===== src/rtl/piano_pkg.sv =====
// rtl/piano_pkg.sv - shared envelope types and voice constants
package piano_pkg;

  typedef enum logic [1:0] {
    IDLE    = 2'd0,
    ATTACK  = 2'd1,
    SUSTAIN = 2'd2,
    RELEASE = 2'd3
  } env_state_t;

  localparam int NUM_VOICES = 3;
  localparam int MAX_SHIFT  = 8;
  localparam logic [3:0] SHIFT_MAX = 4'(MAX_SHIFT);

endpackage


===== src/rtl/voice_env.sv =====
// rtl/voice_env.sv - one voice: envelope state, step counter and attenuation shift
module voice_env
  import piano_pkg::*;
#(
  parameter int STEP_CYCLES     = 2500000,
  parameter int REL_STEP_CYCLES = 10000000
) (
  input  logic       clk,
  input  logic       rst_n,
  input  logic       start,
  input  logic       release_hit,
  input  logic [7:0] start_note,
  output env_state_t state,
  output logic [7:0] note,
  output logic [3:0] shift,
  output logic       active
);

  localparam int CMAX = (STEP_CYCLES > REL_STEP_CYCLES) ? STEP_CYCLES : REL_STEP_CYCLES;
  localparam int CW   = (CMAX > 1) ? $clog2(CMAX) : 1;
  localparam logic [CW-1:0] ATK_LAST = CW'(STEP_CYCLES - 1);
  localparam logic [CW-1:0] REL_LAST = CW'(REL_STEP_CYCLES - 1);

  env_state_t    state_q, state_d;
  logic [7:0]    note_q, note_d;
  logic [3:0]    shift_q, shift_d;
  logic [CW-1:0] cnt_q, cnt_d;
  logic          active_q, active_d;

  always_comb begin
    state_d = state_q;
    note_d  = note_q;
    shift_d = shift_q;
    cnt_d   = cnt_q;
    case (state_q)
      ATTACK: begin
        if (cnt_q == ATK_LAST) begin
          cnt_d   = '0;
          shift_d = shift_q - 4'd1;
          if (shift_q == 4'd1) state_d = SUSTAIN;
        end else begin
          cnt_d = cnt_q + 1'b1;
        end
      end
      RELEASE: begin
        if (cnt_q == REL_LAST) begin
          cnt_d = '0;
          // A voice released straight from shift 8 still waits one step before idling
          if (shift_q >= SHIFT_MAX - 4'd1) begin
            shift_d = SHIFT_MAX;
            state_d = IDLE;
            note_d  = 8'd0;
          end else begin
            shift_d = shift_q + 4'd1;
          end
        end else begin
          cnt_d = cnt_q + 1'b1;
        end
      end
      default: cnt_d = '0;
    endcase

    if (start) begin
      state_d = ATTACK;
      note_d  = start_note;
      shift_d = SHIFT_MAX;
      cnt_d   = '0;
    end else if (release_hit && (state_q == ATTACK || state_q == SUSTAIN)) begin
      state_d = RELEASE;
      shift_d = shift_q;
      cnt_d   = '0;
    end
    active_d = (state_d != IDLE);
  end

  always_ff @(posedge clk) begin
    if (!rst_n) begin
      state_q  <= IDLE;
      note_q   <= 8'd0;
      shift_q  <= SHIFT_MAX;
      cnt_q    <= '0;
      active_q <= 1'b0;
    end else begin
      state_q  <= state_d;
      note_q   <= note_d;
      shift_q  <= shift_d;
      cnt_q    <= cnt_d;
      active_q <= active_d;
    end
  end

  assign state  = state_q;
  assign note   = note_q;
  assign shift  = shift_q;
  assign active = active_q;

endmodule


===== src/rtl/voice_allocator.sv =====
// rtl/voice_allocator.sv - three-voice key allocator with retrigger, steal and age ranking
module voice_allocator
  import piano_pkg::*;
#(
  parameter int STEP_CYCLES     = 2500000,
  parameter int REL_STEP_CYCLES = 10000000
) (
  input  logic       clk,
  input  logic       rst_n,
  input  logic       ev_valid,
  output logic       ev_ready,
  input  logic [7:0] ev_note,
  input  logic       ev_press,
  output logic [7:0] note1,
  output logic [7:0] note2,
  output logic [7:0] note3,
  output logic [3:0] shift1,
  output logic [3:0] shift2,
  output logic [3:0] shift3,
  output logic [2:0] active
);

  env_state_t            st [NUM_VOICES];
  logic [7:0]            nt [NUM_VOICES];
  logic [3:0]            sh [NUM_VOICES];
  logic [NUM_VOICES-1:0] act, start, rel_hit;
  logic [1:0]            rank_q [NUM_VOICES];
  logic [1:0]            rank_d [NUM_VOICES];
  logic                  ev_ready_q, ev_ready_d;
  logic                  accept, found;
  logic [1:0]            sel;
  logic [2:0]            prev_rank;

  assign accept = ev_valid && ev_ready_q;

  always_comb begin
    found = 1'b0;
    sel   = 2'd0;
    for (int v = 0; v < NUM_VOICES; v++)
      if (!found && st[v] != IDLE && nt[v] == ev_note) begin found = 1'b1; sel = 2'(v); end
    for (int v = 0; v < NUM_VOICES; v++)
      if (!found && st[v] == IDLE) begin found = 1'b1; sel = 2'(v); end
    for (int v = 0; v < NUM_VOICES; v++)
      if (!found && st[v] == RELEASE) begin found = 1'b1; sel = 2'(v); end
    if (!found)
      for (int v = 1; v < NUM_VOICES; v++)
        if (rank_q[v] > rank_q[sel]) sel = 2'(v);
  end

  // An idle voice being claimed counts as older than everything, so all live voices age
  always_comb begin
    ev_ready_d = !accept;
    prev_rank  = (st[sel] == IDLE) ? 3'd4 : {1'b0, rank_q[sel]};
    start      = '0;
    rel_hit    = '0;
    for (int v = 0; v < NUM_VOICES; v++) begin
      rank_d[v]  = rank_q[v];
      start[v]   = accept && ev_press && (sel == 2'(v));
      rel_hit[v] = accept && !ev_press && st[v] != IDLE && nt[v] == ev_note;
      if (accept && ev_press) begin
        if (sel == 2'(v))
          rank_d[v] = 2'd0;
        else if (st[v] != IDLE && {1'b0, rank_q[v]} < prev_rank && rank_q[v] != 2'd2)
          rank_d[v] = rank_q[v] + 2'd1;
      end
    end
  end

  always_ff @(posedge clk) begin
    if (!rst_n) begin
      ev_ready_q <= 1'b0;
      for (int v = 0; v < NUM_VOICES; v++) rank_q[v] <= 2'd0;
    end else begin
      ev_ready_q <= ev_ready_d;
      for (int v = 0; v < NUM_VOICES; v++) rank_q[v] <= rank_d[v];
    end
  end

  for (genvar g = 0; g < NUM_VOICES; g++) begin : g_voice
    voice_env #(
      .STEP_CYCLES    (STEP_CYCLES),
      .REL_STEP_CYCLES(REL_STEP_CYCLES)
    ) u_env (
      .clk        (clk),
      .rst_n      (rst_n),
      .start      (start[g]),
      .release_hit(rel_hit[g]),
      .start_note (ev_note),
      .state      (st[g]),
      .note       (nt[g]),
      .shift      (sh[g]),
      .active     (act[g])
    );
  end

  assign ev_ready = ev_ready_q;
  assign note1    = nt[0];
  assign note2    = nt[1];
  assign note3    = nt[2];
  assign shift1   = sh[0];
  assign shift2   = sh[1];
  assign shift3   = sh[2];
  assign active   = act;

endmodule


===== config.mk =====
export PLATFORM = sky130hd
export DESIGN_NAME = voice_allocator
export DESIGN_NICKNAME = d
export VERILOG_FILES = /design/src/rtl/piano_pkg.sv /design/src/rtl/voice_env.sv /design/src/rtl/voice_allocator.sv
export SDC_FILE = /design/constraint.sdc
export NUM_CORES = 1
export LEC_CHECK = 0
export CAP_MARGIN = 5
export CORE_MARGIN = 2
export CORE_UTILIZATION = 55
export CTS_BUF_LIST = sky130_fd_sc_hd__clkbuf_4 sky130_fd_sc_hd__clkbuf_8
export DETAILED_ROUTE_END_ITERATION = 12
export HOLD_SLACK_MARGIN = 0.02
export MAX_ROUTING_LAYER = met4
export PLACE_DENSITY = 0.79
export SLEW_MARGIN = 0
export SYNTH_ARGS = -nofsm -noshare
export SYNTH_HDL_FRONTEND = slang
export SYNTH_SLANG_ARGS = --single-unit
export TNS_END_PERCENT = 5

===== constraint.sdc =====
create_clock -name clk -period 7.2 [get_ports clk]
set_clock_uncertainty 0.15 [all_clocks]
set_input_delay 0.72 -clock clk [delete_from_list [all_inputs] [get_ports clk]]
set_output_delay 0.72 -clock clk [all_outputs]
set_load 0.005 [all_outputs]

==> flow_summary.toml, run 1 <==
[worst_setup_path]
crit_fanout = 8
required_ns = 7.44
critPathCaptureType = "register"
r2r-start = "g_voice[0].u_env.state[0]"
rrSetupSlack_ns = 0.78
r2r_end = "rank_q[2][0]"
crit_type = "input pin to register"
reg2regPathDepth = 24
start_kind = "input pin"
crit_arrival_ns = 6.93

[synth]
synth_nets = 873
netlist_instances = 830
dominantRegCellSynth = "dfxtp_1"
synth_edf_count = 0
yosysWarnings = 0
ys_types = 62
synth_largest_area_cell = "dfxtp_1"
async_flop_share_pct = 0
synth_seq_area_share_pct = 36.9
synth_top_area_share_pct = 36.9
syn_area_mm2 = 0.00672
syn_avg_cell_area_um2 = 8.10
ys_ff_latch = 124
synth_area_leaders = "dfxtp_1 37%, nor2_1 7.8%, xor2_1 6.1%, ha_1 5.8%, xnor2_1 5.3%"

[run]
cap_violations = 0

[finish]
area_delta_synth_final_pct = 15.1
fin_nets = 916
final_layout_size_suffix_gt1_share_pct = 6.09
antennaDiodeCount = 0
final_cell_mix = "139 x nor2_1, 124 x dfxtp_1, 73 x nand2_1"
final_common_cell = "nor2_1"

[cts]
htreeDepth = 4
clockRootBuffer = "clkbuf_8"
cts_tree = "built"
cts_setup_buffers = 0
numCtsBuffers = 17
cts.sinks = 124
cts_resized = 0
clk_pin_slew_ns = 0.07
cts_hold_buffers = 0
cts_max_path_buffers = 2
worstSkewPairLatency_ns = 0.47

[status]
outcome = "finished clean"

[sta]
tightestPinTransition_ns = 0.837
setup_viol = 0
fmax_ghz = 0.149
hold_viol_final = 0
fin_setup_tns_ns = 0
rsz0062_at_grt = "false"
drv_slew = 0
fin_crit_sh_pct = 92.9
finalCriticalPeriod_ns = 6.69
slew_headroom_pct = 44.1

[drt]
first_pass_iters = 5
drtIter0Drc = 369
wire_per_inst_um = 14.6
vias = 5912
drc = 0
vias_per_cell = 5.72
antenna_left = 0
wl_um = 15100

[power_and_ir_drop]
switching_power_uw = 337
pwr-share-comb_pct = 4.9
p_total_mw = 1.40
p_clk_share_pct = 45.4
sw_frac_of_total_pct = 24.0
power.leakage_nw = 2.66
ir_drop_uv = 188
cellPowerDensity_mw_per_mm2 = 181
p_int_mw = 1.06
seq_power_share_pct = 49.7

[floorplanning]
rows = 40
chipHeight_um = 115
die-area_mm2 = 0.0131
core_area_mm2 = 0.0120
die_x_um = 115
pin_count = 52
initial_core_util_pct = 56.2

[place]
dp_hpwl_um = 10800
place.gp.congestion = 0.922
port_buffers = 51

[grt]
grt_max_degree = 34
grt_pass1_vias = 5569
grt_antenna_before_repair = 0
track_usage_pct = 24.7
grt_overflow = 0
grt_pass1_wl_um = 25500

[min_path]
hold_depth = 1
hold_end = "g_voice[2].u_env.cnt_q[0]"
holdCritStartpoint = "g_voice[2].u_env.cnt_q[0]"
hp-class = "register to register"
-- cells by family (layout without fill, tap and decap cells) --
group,Yosys count,in the layout,share of synthesized area [%]
simple gates,391,391,28.7
flops,124,124,36.9
compound gates,120,120,11.6
xor+xnor,88,88,11.5
buf+inv,67,123,4.11
fa+ha+maj,31,31,5.77
mux,9,9,1.38
-- stage by stage --
stage | hold WS [ns] | util [%] | std cells | cell area [um2] | setup WS, ns
final | 0.312 | 64.7 | 1033 | 7740 | 0.509
after global routing | 0.338 | 64.7 | 1033 | 7740 | 0.00370
after CTS | 0.316 | 64.7 | 1033 | 7740 | 0.589
after detailed placement | 0.300 | 61.2 | 1001 | 7320 | 0.130
after global placement | 0.289 | 61.2 | 1001 | 7320 | 0.397
after floorplan | 0.276 | - | 830 | 6720 | 1.17
-- state kept, by name, summed over array words and instances, names as in the netlist --
| signal | cells |
|---|---|
| g_voice.u_env.cnt_q | 72 |
| g_voice.u_env.note | 24 |
| g_voice.u_env.shift | 12 |
| g_voice.u_env.state | 6 |
| rank_q | 6 |
| g_voice.u_env.active | 3 |
| ev_ready | 1 |
-- layer usage --
| layer | track usage (%) | vias to the layer above | part of all wire (%) |
|---|---|---|---|
| met1 | 31.8 | 2763 | 47 |
| met3 | 6.14 | 24 | 5.1 |
| met5 | - | - | 0 |
| met2 | 37.5 | 150 | 47 |
| li1 | - | 2975 | - |
| met4 | 9.27 | 0 | 1.4 |
-- synthesized netlist by cell type, types with 20 or more instances --
cell type  count
nor2_1       139
dfxtp_1      124
nand2_1       73
nand3_1       51
xor2_1        47
xnor2_1       41
a21oi_1       37
inv_1         32
ha_1          31
clkbuf_1      28
nand4_1       20
o21ai_0       20
-- how the worst max path moves through the flow --
stage / from / to / slack, ns / cells after the start
floorplan: ev_note[6] / rank_q[1][1] / 1.17 / 25
global placement: ev_note[2] / rank_q[0][0] / 0.40 / 25
detailed placement: ev_note[2] / rank_q[2][0] / 0.13 / 25
CTS: ev_note[2] / rank_q[2][0] / 0.59 / 25
global route: ev_note[2] / rank_q[2][0] / 0.004 / 25
finish: ev_note[6] / rank_q[2][0] / 0.51 / 25
-- cell type report --
| type | instances | area [um2] |
|---|---|---|
| fillers | 1058 | 4220 |
| multi-input cells | 639 | 3970 |
| flip-flops and latches | 124 | 2480 |
| repair buffers | 59 | 571 |
| clock buffers | 21 | 283 |
| well taps | 147 | 184 |
| clock inverters | 11 | 133 |
| inverters | 32 | 120 |
-- worst max-delay path: stages --
cell and delay (ns):
clkdlybuf4s50_1 0.55, xor2_1 0.21, nor4_1 0.37, nand3_1 0.22
a311oi_1 0.46, inv_1 0.17, nor2_1 0.16, a21o_1 0.10
ha_1 0.22, nor2b_1 0.13, o21ai_0 0.32, and2_1 0.20
o21ai_0 0.08, ha_1 0.30, nor2b_1 0.13, a2bb2oi_1 0.22
o41ai_1 0.09, a21oi_1 0.41, a41o_1 0.38, a211oi_1 0.13
a211o_1 0.34, ha_1 0.29, nor3_1 0.04, a211oi_1 0.42
mux2i_1 0.24
-- power by group through the flow --
stage / Sequential, mW / Combinational, mW / Clock [mW]
finish: 0.696 / 0.0686 / 0.635
global route: 0.697 / 0.0762 / 0.677
CTS: 0.696 / 0.0683 / 0.648
detailed placement: 0.712 / 0.0678 / 0
global placement: 0.712 / 0.0671 / 0
floorplan: 0.711 / 0.0445 / 0
(Power assumes the default switching activity.)
==> run 2: changes to the inputs <==
- CORE_UTILIZATION: 55 -> 61
- PLACE_DENSITY: 0.79 -> 0.86
==> run 2 against run 1 <==
Largest power group unchanged. Largest cell class unchanged. Hold slack got worse by 0.0043 ns. Final area fell by 0.95%. Wire length rose by 5.2%. Register-to-register slack improved by 0.05 ns. Critical path depth did not move. Sequential power barely moved. Flip-flop and latch count did not move.
==> flow_summary.toml, run 2 (same netlist as run 1, synthesis figures left out) <==
[floorplanning]
pin_count = 52
die_x_um = 109
core_area_mm2 = 0.0108
initial_core_util_pct = 62.3
die-area_mm2 = 0.0119
chipHeight_um = 109
rows = 38

[sta]
fin_crit_sh_pct = 91.8
drv_slew = 0
hold_viol_final = 0
setup_viol = 0
rsz0062_at_grt = "false"
slew_headroom_pct = 53.4
tightestPinTransition_ns = 0.697
fin_setup_tns_ns = 0
fmax_ghz = 0.151
finalCriticalPeriod_ns = 6.61

[finish]
final_common_cell = "nor2_1"
final_cell_mix = "139 x nor2_1, 124 x dfxtp_1, 73 x nand2_1"
antennaDiodeCount = 0
fill_cells = 815
final_layout_size_suffix_gt1_share_pct = 6.21
fin_nets = 916
area_delta_synth_final_pct = 14.0
largest_reg_flops = 72
final_cells = 1025
largest-register = "g_voice.u_env.cnt_q"

[drt]
wl_met3_um = 946
drtIter0Drc = 540
wl_um = 15900
vias = 6020
vias_per_cell = 5.87
drc = 0
wl_met2_um = 7750
wire_per_inst_um = 15.5
first_pass_iters = 5
top_layer_used = "met4"
antenna_left = 0
wl_met1_um = 6930

[cts]
clk_pin_slew_ns = 0.07
clockRootBuffer = "clkbuf_8"
worstSkewPairLatency_ns = 0.47
cts_tree = "built"
cts_max_path_buffers = 2
numCtsBuffers = 17
htreeDepth = 4
cts.sinks = 124
cts_setup_buffers = 0

[grt]
grt_antenna_before_repair = 0
track_usage_pct = 29.0
grt_pass1_wl_um = 26600
grt_pass1_vias = 5890
grt_overflow = 0
grt_max_degree = 34

[worst_setup_path]
critPathCaptureType = "register"
start_kind = "input pin"
crit_fanout = 9
crit_type = "input pin to register"
reg2regPathDepth = 24
required_ns = 7.44
crit_arrival_ns = 6.85

[place]
place.gp.congestion = 1.00
placed_cells = 994
port_buffers = 51
dp_hpwl_um = 11700

[power_and_ir_drop]
pwr-share-comb_pct = 5.4
ir_drop_uv = 157
p_total_mw = 1.30
switching_power_uw = 324
power.leakage_nw = 2.64
sw_frac_of_total_pct = 24.9
p_int_uw = 976
p_clk_share_pct = 41.0
seq_power_share_pct = 53.6
cellPowerDensity_mw_per_mm2 = 170

[run]
cap_violations = 0

[min_path]
hp-class = "register to register"
hold_depth = 1

[status]
outcome = "finished clean"
-- run 2: cell types whose count changed in the layout (fill, tap and decap cells not counted), sizes merged --
cell	change
inv	-2
bufinv	-2
clkbuf	-1
clkinv	+4
-- run 2: layer usage --
| layer | track usage, % | up-vias |
|---|---|---|
| met5 | - | - |
| li1 | - | 2966 |
| met1 | 34.6 | 2834 |
| met4 | 10.8 | 0 |
| met3 | 7.53 | 27 |
| met2 | 46.9 | 193 |
-- run 2: metrics by stage --
step                setup WS, ns  util (%)  instance area [um2]  hold WS, ns
floorplan                   1.17         -                 6720        0.276
global placement           0.408      67.8                 7310        0.286
detailed placement        0.0557      67.8                 7310        0.301
CTS                        0.465      70.9                 7650        0.317
global route              0.0889      71.0                 7660        0.339
finish                     0.589      71.0                 7660        0.308
-- run 2: final cells by class --
| cell class | count | area [um2] | area share [%] |
|---|---|---|---|
| flip-flops and latches | 124 | 2480 | 32.4 |
| repair buffers | 59 | 571 | 7.44 |
| clock inverters | 11 | 71.3 | 0.931 |
| multi-input cells | 639 | 3980 | 51.9 |
| inverters | 32 | 120 | 1.57 |
| well taps | 140 | 175 | 2.29 |
| clock buffers | 20 | 269 | 3.51 |
-- run 2: final timing paths --
kind | start | end | slack [ns]
worst max-delay path | ev_note[2] | rank_q[0][1] | 0.59
worst min-delay path | g_voice[0].u_env.cnt_q[0] | g_voice[0].u_env.cnt_q[0] | 0.31
worst max register to register | g_voice[0].u_env.state[0] | rank_q[0][1] | 0.83
worst min register to register | g_voice[0].u_env.cnt_q[0] | g_voice[0].u_env.cnt_q[0] | 0.31
-- run 2: power by group through the flow --
stage / Clock, mW / Sequential (mW) / Combinational [mW]
after floorplan: 0 / 0.711 / 0.0445
after global placement: 0 / 0.712 / 0.0659
after detailed placement: 0 / 0.712 / 0.0683
after CTS: 0.541 / 0.697 / 0.0689
after global routing: 0.569 / 0.697 / 0.0768
final: 0.533 / 0.697 / 0.0703
-- run 2: timing repair --
action	CTS	global route
endpoints found under the hold margin	0	0
hold buffers	0	0
endpoints found under the setup margin	0	6
gates resized for setup	0	3
-- run 2: critical path, stage by stage --
cell and delay, ns:
clkdlybuf4s50_1 0.54, xor2_1 0.20, nor4_1 0.40, nand3_1 0.23
a311oi_2 0.36, inv_1 0.17, nor2_1 0.17, a21o_1 0.11
ha_1 0.23, nor2b_1 0.14, o21ai_1 0.24, and2_1 0.21
o21ai_0 0.09, ha_1 0.30, nor2b_1 0.15, a2bb2oi_1 0.22
o21ai_0 0.13, a311o_1 0.51, a21oi_1 0.29, a211oi_1 0.12
a211o_1 0.35, ha_1 0.29, nor2_1 0.04, o31ai_1 0.40
mux2i_1 0.24
